===== src/rtl/img_pkg.sv =====
// Shared types and constants for the 3x3 window generator.
// Tap indices number the window row-major from p00 (top-left) to p22 (bottom-right).
package img_pkg;

    localparam int DEF_PIX_W = 8;
    localparam int DEF_IMG_W = 128;
    localparam int DEF_IMG_H = 128;
    localparam int WIN_W     = 9 * DEF_PIX_W;

    typedef enum logic [1:0] {
        FILL   = 2'd0,
        STREAM = 2'd1,
        FLUSH  = 2'd2
    } state_t;

    localparam int P00 = 0;
    localparam int P01 = 1;
    localparam int P02 = 2;
    localparam int P10 = 3;
    localparam int P11 = 4;
    localparam int P12 = 5;
    localparam int P20 = 6;
    localparam int P21 = 7;
    localparam int P22 = 8;

    // p00 occupies the most significant pixel slot of the packed window.
    function automatic int tap_lsb(input int idx, input int pix_w);
        return (8 - idx) * pix_w;
    endfunction

endpackage


===== src/rtl/window_3x3_gen_if.sv =====
// Pixel stream in, packed 3x3 window out; no backpressure in either direction.
interface window_3x3_gen_if
    import img_pkg::*;
#(
    parameter int PIX_W = DEF_PIX_W
);
    logic               in_en;
    logic [PIX_W-1:0]   pixel_in;
    logic [9*PIX_W-1:0] win_out;
    logic               win_valid;
    logic               frame_done;

    modport master (
        output in_en,
        output pixel_in,
        input  win_out,
        input  win_valid,
        input  frame_done
    );

    modport slave (
        input  in_en,
        input  pixel_in,
        output win_out,
        output win_valid,
        output frame_done
    );
endinterface


===== src/rtl/line_buffer.sv =====
// One-line delay: circular RAM read and written at the same wrapping address.
// dout shows the sample written DEPTH enabled cycles ago.
module line_buffer #(
    parameter int DEPTH = 128,
    parameter int PIX_W = 8
) (
    input  logic             clk,
    input  logic             rst_n,
    input  logic             en,
    input  logic [PIX_W-1:0] din,
    output logic [PIX_W-1:0] dout
);
    localparam int AW = (DEPTH > 1) ? $clog2(DEPTH) : 1;
    localparam logic [AW-1:0] PTR_LAST = AW'(DEPTH - 1);

    logic [PIX_W-1:0] mem [DEPTH];
    logic [AW-1:0]    ptr;

    always_ff @(posedge clk or negedge rst_n) begin
        if (!rst_n) begin
            ptr <= '0;
        end else if (en) begin
            ptr <= (ptr == PTR_LAST) ? '0 : ptr + AW'(1);
        end
    end

    // Contents need no reset: stale samples only ever land in masked taps.
    always_ff @(posedge clk) begin
        if (en) begin
            mem[ptr] <= din;
        end
    end

    assign dout = mem[ptr];

endmodule


===== src/rtl/window_3x3_gen.sv =====
// Raster pixel stream to zero-padded 3x3 neighbourhoods, one window per input pixel.
//   state  | meaning
//   FILL   | priming line buffers, no output until pixel (1,1) arrives
//   STREAM | each accepted pixel yields one window next cycle
//   FLUSH  | injecting IMG_W+1 zero pixels to emit the last row, input dropped
module window_3x3_gen
    import img_pkg::*;
#(
    parameter int PIX_W = DEF_PIX_W,
    parameter int IMG_W = DEF_IMG_W,
    parameter int IMG_H = DEF_IMG_H
) (
    input  logic            clk,
    input  logic            rst_n,
    window_3x3_gen_if.slave bus
);
    localparam int CW = (IMG_W > 1) ? $clog2(IMG_W) : 1;
    localparam int RW = (IMG_H > 1) ? $clog2(IMG_H) : 1;
    localparam int FW = $clog2(IMG_W + 1);
    localparam logic [CW-1:0] COL_LAST   = CW'(IMG_W - 1);
    localparam logic [RW-1:0] ROW_LAST   = RW'(IMG_H - 1);
    localparam logic [FW-1:0] FLUSH_LOAD = FW'(IMG_W);

    state_t state, state_nxt;

    logic [RW-1:0]      in_row, out_row;
    logic [CW-1:0]      in_col, out_col;
    logic [FW-1:0]      flush_cnt;
    logic               accept, shift, emit, frame_last;
    logic               fill_done, last_in, flush_tc;
    logic [PIX_W-1:0]   pix, lb0_dout, lb1_dout;
    logic [PIX_W-1:0]   row0 [2];
    logic [PIX_W-1:0]   row1 [2];
    logic [PIX_W-1:0]   row2 [2];
    logic [PIX_W-1:0]   tap  [9];
    logic               m_top, m_bot, m_left, m_right;
    logic [9*PIX_W-1:0] win_nxt;

    always_comb begin
        accept    = bus.in_en && (state != FLUSH);
        shift     = accept || (state == FLUSH);
        pix       = (state == FLUSH) ? '0 : bus.pixel_in;
        fill_done = (in_row == RW'(1)) && (in_col == CW'(1));
        last_in   = (in_row == ROW_LAST) && (in_col == COL_LAST);
        flush_tc  = (flush_cnt == '0);
    end

    always_ff @(posedge clk or negedge rst_n) begin
        if (!rst_n) begin
            state <= FILL;
        end else begin
            state <= state_nxt;
        end
    end

    always_comb begin
        state_nxt  = state;
        emit       = 1'b0;
        frame_last = 1'b0;
        case (state)
            FILL: begin
                if (accept && fill_done) begin
                    emit      = 1'b1;
                    state_nxt = STREAM;
                end
            end
            STREAM: begin
                if (accept) begin
                    emit = 1'b1;
                    if (last_in) begin
                        state_nxt = FLUSH;
                    end
                end
            end
            FLUSH: begin
                emit = 1'b1;
                if (flush_tc) begin
                    frame_last = 1'b1;
                    state_nxt  = FILL;
                end
            end
            default: state_nxt = FILL;
        endcase
    end

    always_ff @(posedge clk or negedge rst_n) begin
        if (!rst_n) begin
            in_row    <= '0;
            in_col    <= '0;
            out_row   <= '0;
            out_col   <= '0;
            flush_cnt <= '0;
        end else begin
            if (accept) begin
                if (in_col == COL_LAST) begin
                    in_col <= '0;
                    in_row <= (in_row == ROW_LAST) ? '0 : in_row + RW'(1);
                end else begin
                    in_col <= in_col + CW'(1);
                end
            end
            if (emit) begin
                if (out_col == COL_LAST) begin
                    out_col <= '0;
                    out_row <= (out_row == ROW_LAST) ? '0 : out_row + RW'(1);
                end else begin
                    out_col <= out_col + CW'(1);
                end
            end
            if (state == STREAM && state_nxt == FLUSH) begin
                flush_cnt <= FLUSH_LOAD;
            end else if (state == FLUSH && !flush_tc) begin
                flush_cnt <= flush_cnt - FW'(1);
            end
        end
    end

    line_buffer #(.DEPTH(IMG_W), .PIX_W(PIX_W)) u_lb0 (
        .clk   (clk),
        .rst_n (rst_n),
        .en    (shift),
        .din   (pix),
        .dout  (lb0_dout)
    );

    line_buffer #(.DEPTH(IMG_W), .PIX_W(PIX_W)) u_lb1 (
        .clk   (clk),
        .rst_n (rst_n),
        .en    (shift),
        .din   (lb0_dout),
        .dout  (lb1_dout)
    );

    // Two registered columns per row; the third (newest) column comes straight
    // from the incoming pixel and line-buffer outputs so the window is complete
    // in the same cycle the triggering pixel is accepted.
    always_ff @(posedge clk or negedge rst_n) begin
        if (!rst_n) begin
            row0 <= '{default: '0};
            row1 <= '{default: '0};
            row2 <= '{default: '0};
        end else if (shift) begin
            row0[0] <= row0[1];
            row0[1] <= lb1_dout;
            row1[0] <= row1[1];
            row1[1] <= lb0_dout;
            row2[0] <= row2[1];
            row2[1] <= pix;
        end
    end

    always_comb begin
        tap[P00] = row0[0];
        tap[P01] = row0[1];
        tap[P02] = lb1_dout;
        tap[P10] = row1[0];
        tap[P11] = row1[1];
        tap[P12] = lb0_dout;
        tap[P20] = row2[0];
        tap[P21] = row2[1];
        tap[P22] = pix;
    end

    // The right column wraps onto the next line's first pixels; masking hides them.
    always_comb begin
        m_top   = (out_row == '0);
        m_bot   = (out_row == ROW_LAST);
        m_left  = (out_col == '0);
        m_right = (out_col == COL_LAST);
        win_nxt = '0;
        for (int i = 0; i < 9; i++) begin
            if (!((i / 3 == 0 && m_top) || (i / 3 == 2 && m_bot) ||
                  (i % 3 == 0 && m_left) || (i % 3 == 2 && m_right))) begin
                win_nxt[tap_lsb(i, PIX_W) +: PIX_W] = tap[i];
            end
        end
    end

    always_ff @(posedge clk or negedge rst_n) begin
        if (!rst_n) begin
            bus.win_out    <= '0;
            bus.win_valid  <= 1'b0;
            bus.frame_done <= 1'b0;
        end else begin
            bus.win_valid  <= emit;
            bus.frame_done <= frame_last;
            if (emit) begin
                bus.win_out <= win_nxt;
            end
        end
    end

endmodule


===== src/flat_wrapper.sv =====
// flat-port wrapper written by rule: the top's interface ports become plain ports
module window_3x3_gen_flat import img_pkg::*;
#(
    parameter int PIX_W = DEF_PIX_W,
    parameter int IMG_W = DEF_IMG_W,
    parameter int IMG_H = DEF_IMG_H
)
  (clk, rst_n, bus_in_en, bus_pixel_in, bus_win_out, bus_win_valid, bus_frame_done);
  window_3x3_gen_if #(.PIX_W(PIX_W)) bus_i ();
  input  logic clk;
  input  logic rst_n;
  input wire logic [$bits(bus_i.in_en)-1:0] bus_in_en;
  input wire logic [$bits(bus_i.pixel_in)-1:0] bus_pixel_in;
  output wire logic [$bits(bus_i.win_out)-1:0] bus_win_out;
  output wire logic [$bits(bus_i.win_valid)-1:0] bus_win_valid;
  output wire logic [$bits(bus_i.frame_done)-1:0] bus_frame_done;
  assign bus_i.in_en = bus_in_en;
  assign bus_i.pixel_in = bus_pixel_in;
  assign bus_win_out = bus_i.win_out;
  assign bus_win_valid = bus_i.win_valid;
  assign bus_frame_done = bus_i.frame_done;
  window_3x3_gen #(.PIX_W(PIX_W), .IMG_W(IMG_W), .IMG_H(IMG_H)) u_core (.clk(clk), .rst_n(rst_n), .bus(bus_i));
endmodule

===== config.mk =====
export PLATFORM = sky130hd
export DESIGN_NAME = window_3x3_gen_flat
export DESIGN_NICKNAME = d
export VERILOG_FILES = /design/src/rtl/img_pkg.sv /design/src/rtl/window_3x3_gen_if.sv /design/src/rtl/line_buffer.sv /design/src/rtl/window_3x3_gen.sv /design/src/flat_wrapper.sv
export SDC_FILE = /design/constraint.sdc
export NUM_CORES = 2
export LEC_CHECK = 0
export BUFFER_PORTS_ARGS = -buffer_cell sky130_fd_sc_hd__buf_2
export CAP_MARGIN = 0
export CELL_PAD_IN_SITES_DETAIL_PLACEMENT = 0
export CELL_PAD_IN_SITES_GLOBAL_PLACEMENT = 2
export CORE_MARGIN = 3
export CORE_UTILIZATION = 50
export DETAILED_ROUTE_END_ITERATION = 8
export GPL_TIMING_DRIVEN = 0
export HOLD_SLACK_MARGIN = 0.06
export MAX_ROUTING_LAYER = met4
export PLACE_DENSITY = 0.81
export SLEW_MARGIN = 0
export SYNTH_ARGS = -nofsm -noshare
export SYNTH_HDL_FRONTEND = slang
export SYNTH_HIERARCHICAL = 1
export SYNTH_SLANG_ARGS = --single-unit

===== constraint.sdc =====
create_clock -name clk -period 16.46 [get_ports clk]
set_input_delay 0.823 -clock clk [delete_from_list [all_inputs] [get_ports clk]]
set_output_delay 0.823 -clock clk [all_outputs]
set_load 0.005 [all_outputs]

; Yosys cells after proc, flatten, opt, wreduce, memory -nomap -nowiden
; Memories as Yosys holds them, arrays and structs flattened.
; Cells that the tools add are included.
[totals]
wordCells = 86
output_inout_bits = 74
ff_bits = 174
mem_count = 2
in_bits = 11
ramBits = 2048
[memory_table]
columns = memory, depth, word_bits, read_ports, rd_clocked_by_memory_dff, write_ports, line
row1 = u_core.u_lb0.mem, 128, 8, 1, 0, 1, line_buffer.sv:16  ; logic [PIX_W-1:0] mem [DEPTH];
row2 = u_core.u_lb1.mem, 128, 8, 1, 0, 1, line_buffer.sv:16
[classes]
reduce_logical = 19
n_mux = 29
add_sub_neg = 7
eq_ne = 12
[op_table]
columns = op, count
row1 = $mux W8, 11
row2 = $add A7 B1 Y7 const B, 6
row3 = $eq A7 B7 Y1 const B, 6
row4 = $mux W7, 6
row5 = $eq A7 B1 Y1 const B, 2
row6 = $logic_not A7 Y1, 2
row7 = $logic_not A8 Y1, 1
row8 = $mux W2, 4
row9 = $sub A8 B1 Y8 const B, 1
row10 = $logic_and A1 B1 Y1, 6
row11 = $mux W1, 6
row12 = $pmux W2 S3, 1
row13 = $logic_or A1 B1 Y1, 5
row14 = $eq A2 B2 Y1 const B, 2
row15 = $reduce_and A2 Y1, 2
row16 = $pmux W1 S3, 1
row17 = $eq A2 B1 Y1 const B, 1
row18 = $logic_not A2 Y1, 1
row19 = $ne A2 B2 Y1 const B, 1
row20 = $reduce_bool A2 Y1, 1
row21 = $logic_not A1 Y1, 1

; Depth between registers and ports, before layout
[depth]
ltp_word = 8
depth_mapped = 14
depth_no_buf = 8

; Modules after synthesis
; The synthesis kept the hierarchy.
[modules_own_cells]
columns = module, instances, cells_each, area_each_um2
row1 = line_buffer, 2, 2413, 40620.2
row2 = window_3x3_gen, 1, 610, 6880.3

; Worst setup path before layout
; Ideal clock, no wire load.
[synth_timing]
kind = register to register
start = register u_core.u_lb0.ptr[0]
end = memory u_core.u_lb1.mem[0][3] (data pin)
arrival_ns = 7.244
setup_ns = 1.260
t_required_ns = 15.200
n_path_buf = 3
stages_incl_launch_ff = 10
slack_ns = 7.956
cell_sequence = dfrtp_1 > buf_6 > buf_6 > nor3b_4 > buf_2 > a22oi_1 > a211o_1 > a31oi_1 > a2111oi_0 > o32ai_1
[synth_via]
elab_chain_len = 1
[synth_rtl]
columns = element, line
row1 = "start, declared", line_buffer.sv:17  ; logic [AW-1:0] ptr;
row2 = "start signal, assigned", line_buffer.sv:23  ; ptr <= (ptr == PTR_LAST) ? '0 : ptr + AW'(1);
row3 = $mem_v2 Z128 W8, -
row4 = net u_core.lb0_dout[3], window_3x3_gen.sv:31  ; logic [PIX_W-1:0] pix, lb0_dout, lb1_dout;
row5 = "end, declared", line_buffer.sv:16
; The timed path passes the listed nets, and every way through them passes these cells.

; Final worst setup path
[layout_timing]
start = register u_core.u_lb0.ptr[0]
end = register u_core/row1[4] in the netlist's numbering
[layout_via]
elab_chain_len = 1
[layout_rtl]
columns = element, line
row1 = $mem_v2 Z128 W8, -
row2 = net u_core.lb0_dout[4], window_3x3_gen.sv:31
row3 = "end, declared", window_3x3_gen.sv:33  ; logic [PIX_W-1:0] row1 [2];
; The timed path passes the listed nets, and every way through them passes these cells.
; A chain may end at the register's enable or synchronous reset.

==> qor.csv <==
metric,value,unit
run_status,"finished, violations left",
failed_checks,"max-capacitance violations, max-slew violations",
fillers,13731,
clock-sinks,2222,
cts_clk_pin_slew_worst_paths,0.06,ns
synth_area_leaders,"edfxtp_1, dfrtp_1, mux2_2, a221oi_1, a22oi_1",
grt-ovfl-total,0,
worst_r2r_path_depth,15,
first_global_vias,56001,
postCtsSetupRepairBufs,0,
worstSkewPairLatency,0.89,ns
detail_route.vias_per_cell,7.17,
critical_path.slowest_cell,buf_1,
timing.setup.critical_path_class,flip-flop to flip-flop,
nets_in_the_synthesized_netlist,5458,
ant_nets,0,
min_cycle_time_layout,6.46,ns
max_cap_violations,21,
path_max_fanout,17,
initialDrtViolationCount,11073,
postSynthAreaPerCell,16.2,um2
post-layout-total-power,21.0,mW
unrepaired_setup_endpoints_after_global_routing,false,
finalSetupViolations,0,
min_from,bus_pixel_in[2],
cp_data_arrival_time,7.21,ns
num-nets-final,5821,
place.detailed.hpwl,252,mm
layoutNonFillerInstCount,8347,
most_used_dff_post_synth,edfxtp_1,
grt_max_degree,120,
max-slew-margin-rel,-10.9,%
regToRegEndpoint,u_core/row1[4],
worstHoldPathType,primary input to flip-flop,
mapped_cells,5436,
hold_viol,0,
drive_gt1_share,17.5,%
synth.most_common_cell,edfxtp_1,
critical_path.most_common_cell,buf_8,
post_synth_instance_area,88100,um2
worst_setup_path_start_kind,flip-flop,
detail_route.first_pass.iterations,9,
synth_async_sr_flop_share,7.83,%
initial_core_util,50.5,%
io_pins,85,
crit_path_cell_trace,"buf_6, buf_6, inv_1, buf_2, buf_2, buf_1, a21oi_1, o22ai_1, o211ai_1, a32oi_1, nand4_1, buf_8, buf_8, buf_8, mux2_2",
die_x,426,um
preCtsSetupSlack,10.41,ns
number_of_buffers_added_by_the_clock_tree_synthesis_step,222,
worstHoldEndpoint,u_core/bus.win_out[2],
fin_crit_sh,39.2,%
synth_cell_types,87,
yosys-top-cells-count,"edfxtp_1, nor2_1, nand2_1, a221oi_1, a22oi_1",
antenna_found_initial,29,
worst-r2r-setup-slack,10.00,ns
stdcell_area,99900,um2
drt_wl_total,374,mm
final_weighted_congestion_in_routability_driven_placement,1.10,
yosys.area.top_type,edfxtp_1,
regToRegStartpoint,u_core/u_lb0/ptr[0],
drt-wirelength-per-cell,44.8,um
holdPathStages,2,
cellLeakagePower,32.5,nW
fmax,155,MHz
cts-htree-levels,4,
grt_first_pass_wirelength,493,mm
synth.yosys.seq_area_share,74.7,%
cp_data_required_time,17.21,ns
flow.area_growth_from_synthesis,13.3,%
cts-root-buf,clkbuf_16,
floorplan.core_area,175000,um2
tritoncts,done,
synth_top_area_share,69.8,%
setup_slack,10.00,ns
critical_path.max_stage_delay,0.97,ns
yosys_register_bits,2222,
synthesis.yosys.warnings,6,
final_max_slew_viols,206,
route.vias.total,59886,
placedCellCount,7896,
synth_enable_flop_cells,2048,
fin_worst_skew,0.0324,ns
floorplan.rows,153,
cts_max_path_buffers,3,
worst_slew_pin_slew,1.66,ns
power.ir.vdd_worst,0.000198,V
dieHeight,426,um
placed_area,92600,um2
die_area,181000,um2
globalRouteTotalUtil,42.1,%
drc,0,
hold_slack,0.233,ns
worstSetupEndpointType,flip-flop,
io_buffer_count,83,
power_density,211,nW/um2
-- stage by stage --
| step | utilization [%] | TNS (ns) |
|---|---|---|
| 2_1_floorplan | - | 0 |
| 3_3_place_gp | 52.4 | -584.67 |
| 3_5_place_dp | 53.0 | 0 |
| 4_1_cts | 57.1 | 0 |
| 5_1_grt | 57.2 | 0 |
| 6_report | 57.2 | 0 |
-- power by group --
group	internal (mW)	switching [mW]	leakage (nW)
combinational	1.92	6.36	8.57
sequential	7.61	0.115	20.4
clock	2.83	2.18	3.51
-- worst max path at each step --
stage	from	endpoint	slack [ns]	depth (start not counted)
5_1_grt	u_core/u_lb0/ptr[0]	u_core/row1[4]	10.36	15
6_report	u_core/u_lb0/ptr[0]	u_core/row1[4]	10.00	15
3_5_place_dp	u_core/u_lb0/ptr[0]	u_core/bus.win_out[25]	10.41	15
2_1_floorplan	u_core/u_lb0/ptr[0]	u_core/u_lb1/mem[0][3]	7.96	9
3_3_place_gp	u_core/u_lb0/ptr[0]	u_core/u_lb1/mem[75][1]	-2.57	9
4_1_cts	u_core/u_lb0/ptr[0]	u_core/bus.win_out[25]	10.42	15
-- per-layer routing --
metal  part of all wire (%)  up-vias  GRT usage (%)
met5                      0        -              -
met4                     11        0           35.1
met3                     12     1468           10.8
met2                     44     5077           61.6
met1                     33    30519           49.0
li1                       -    22822              -
-- cell families (layout without fill, tap and decap cells) --
family / after synthesis / count (layout) / synth area share, %
AO/OA/AOI/OAI: 1376 / 1376 / 11.7
flip-flops: 2222 / 2222 / 74.7
AND/OR/NAND/NOR: 957 / 957 / 4.95
other: 0 / 33 / 0
multiplexers: 401 / 401 / 5.67
buffers and inverters: 444 / 997 / 2.51
XOR/XNOR: 25 / 25 / 0.248
adder cells (fa/ha/maj): 11 / 11 / 0.156
-- critical path: cells and delay by family, from the launching register on --
| family | cells | cell delay (ns) |
|---|---|---|
| DFF | 1 | 0.44 |
| AOI/OAI and AO/OA | 4 | 1.31 |
| and+or+nand+nor | 1 | 0.84 |
| muxes | 1 | 0.27 |
| buffers and inverters | 9 | 3.38 |
-- layout make-up --
class	count	area [um2]	area share (%)
Sequential cell	2222	65900	65.9
Multi-Input combinational cell	2770	20200	20.3
Clock buffer	272	5840	5.84
Tap cell	2325	2910	2.91
Buffer	412	2100	2.10
Timing Repair Buffer	139	1420	1.42
Clock inverter	142	1310	1.31
Inverter	32	120	0.120
Antenna cell	33	82.6	0.0827
-- what timing repair did --
action | CTS | global route
gates resized for setup | 0 | 0
hold buffers | 1 | 0
endpoints found under the hold margin | 55 | 0
-- cells in the final DEF, fill, tap and decap left out, types with 58 or more instances in the layout --
cell type,n
mux2i_1,138
a222oi_1,64
nand3_1,111
nor2_1,341
mux2_2,203
o22ai_1,108
buf_2,261
edfxtp_1,2048
clkbuf_1,199
clkbuf_16,224
a22oi_1,238
mux4_2,58
o21ai_0,156
a21oi_1,167
nand2_1,274
dfrtp_1,174
a221oi_1,246
-- state kept, by name, indices dropped and copies added (netlist names) --
register	count
u_core/state	2
u_core/bus.win_out	72
u_core/in_col	7
u_core/u_lb1/ptr	7
u_core/in_row	7
u_core/row0	16
u_core/u_lb1/mem	1024
u_core/row1	16
u_core/u_lb0/ptr	7
u_core/bus.win_valid	1
u_core/flush_cnt	8
u_core/u_lb0/mem	1024
u_core/out_col	7
u_core/bus.frame_done	1
u_core/out_row	7
u_core/row2	16
Power figures use the tool's default switching activity.
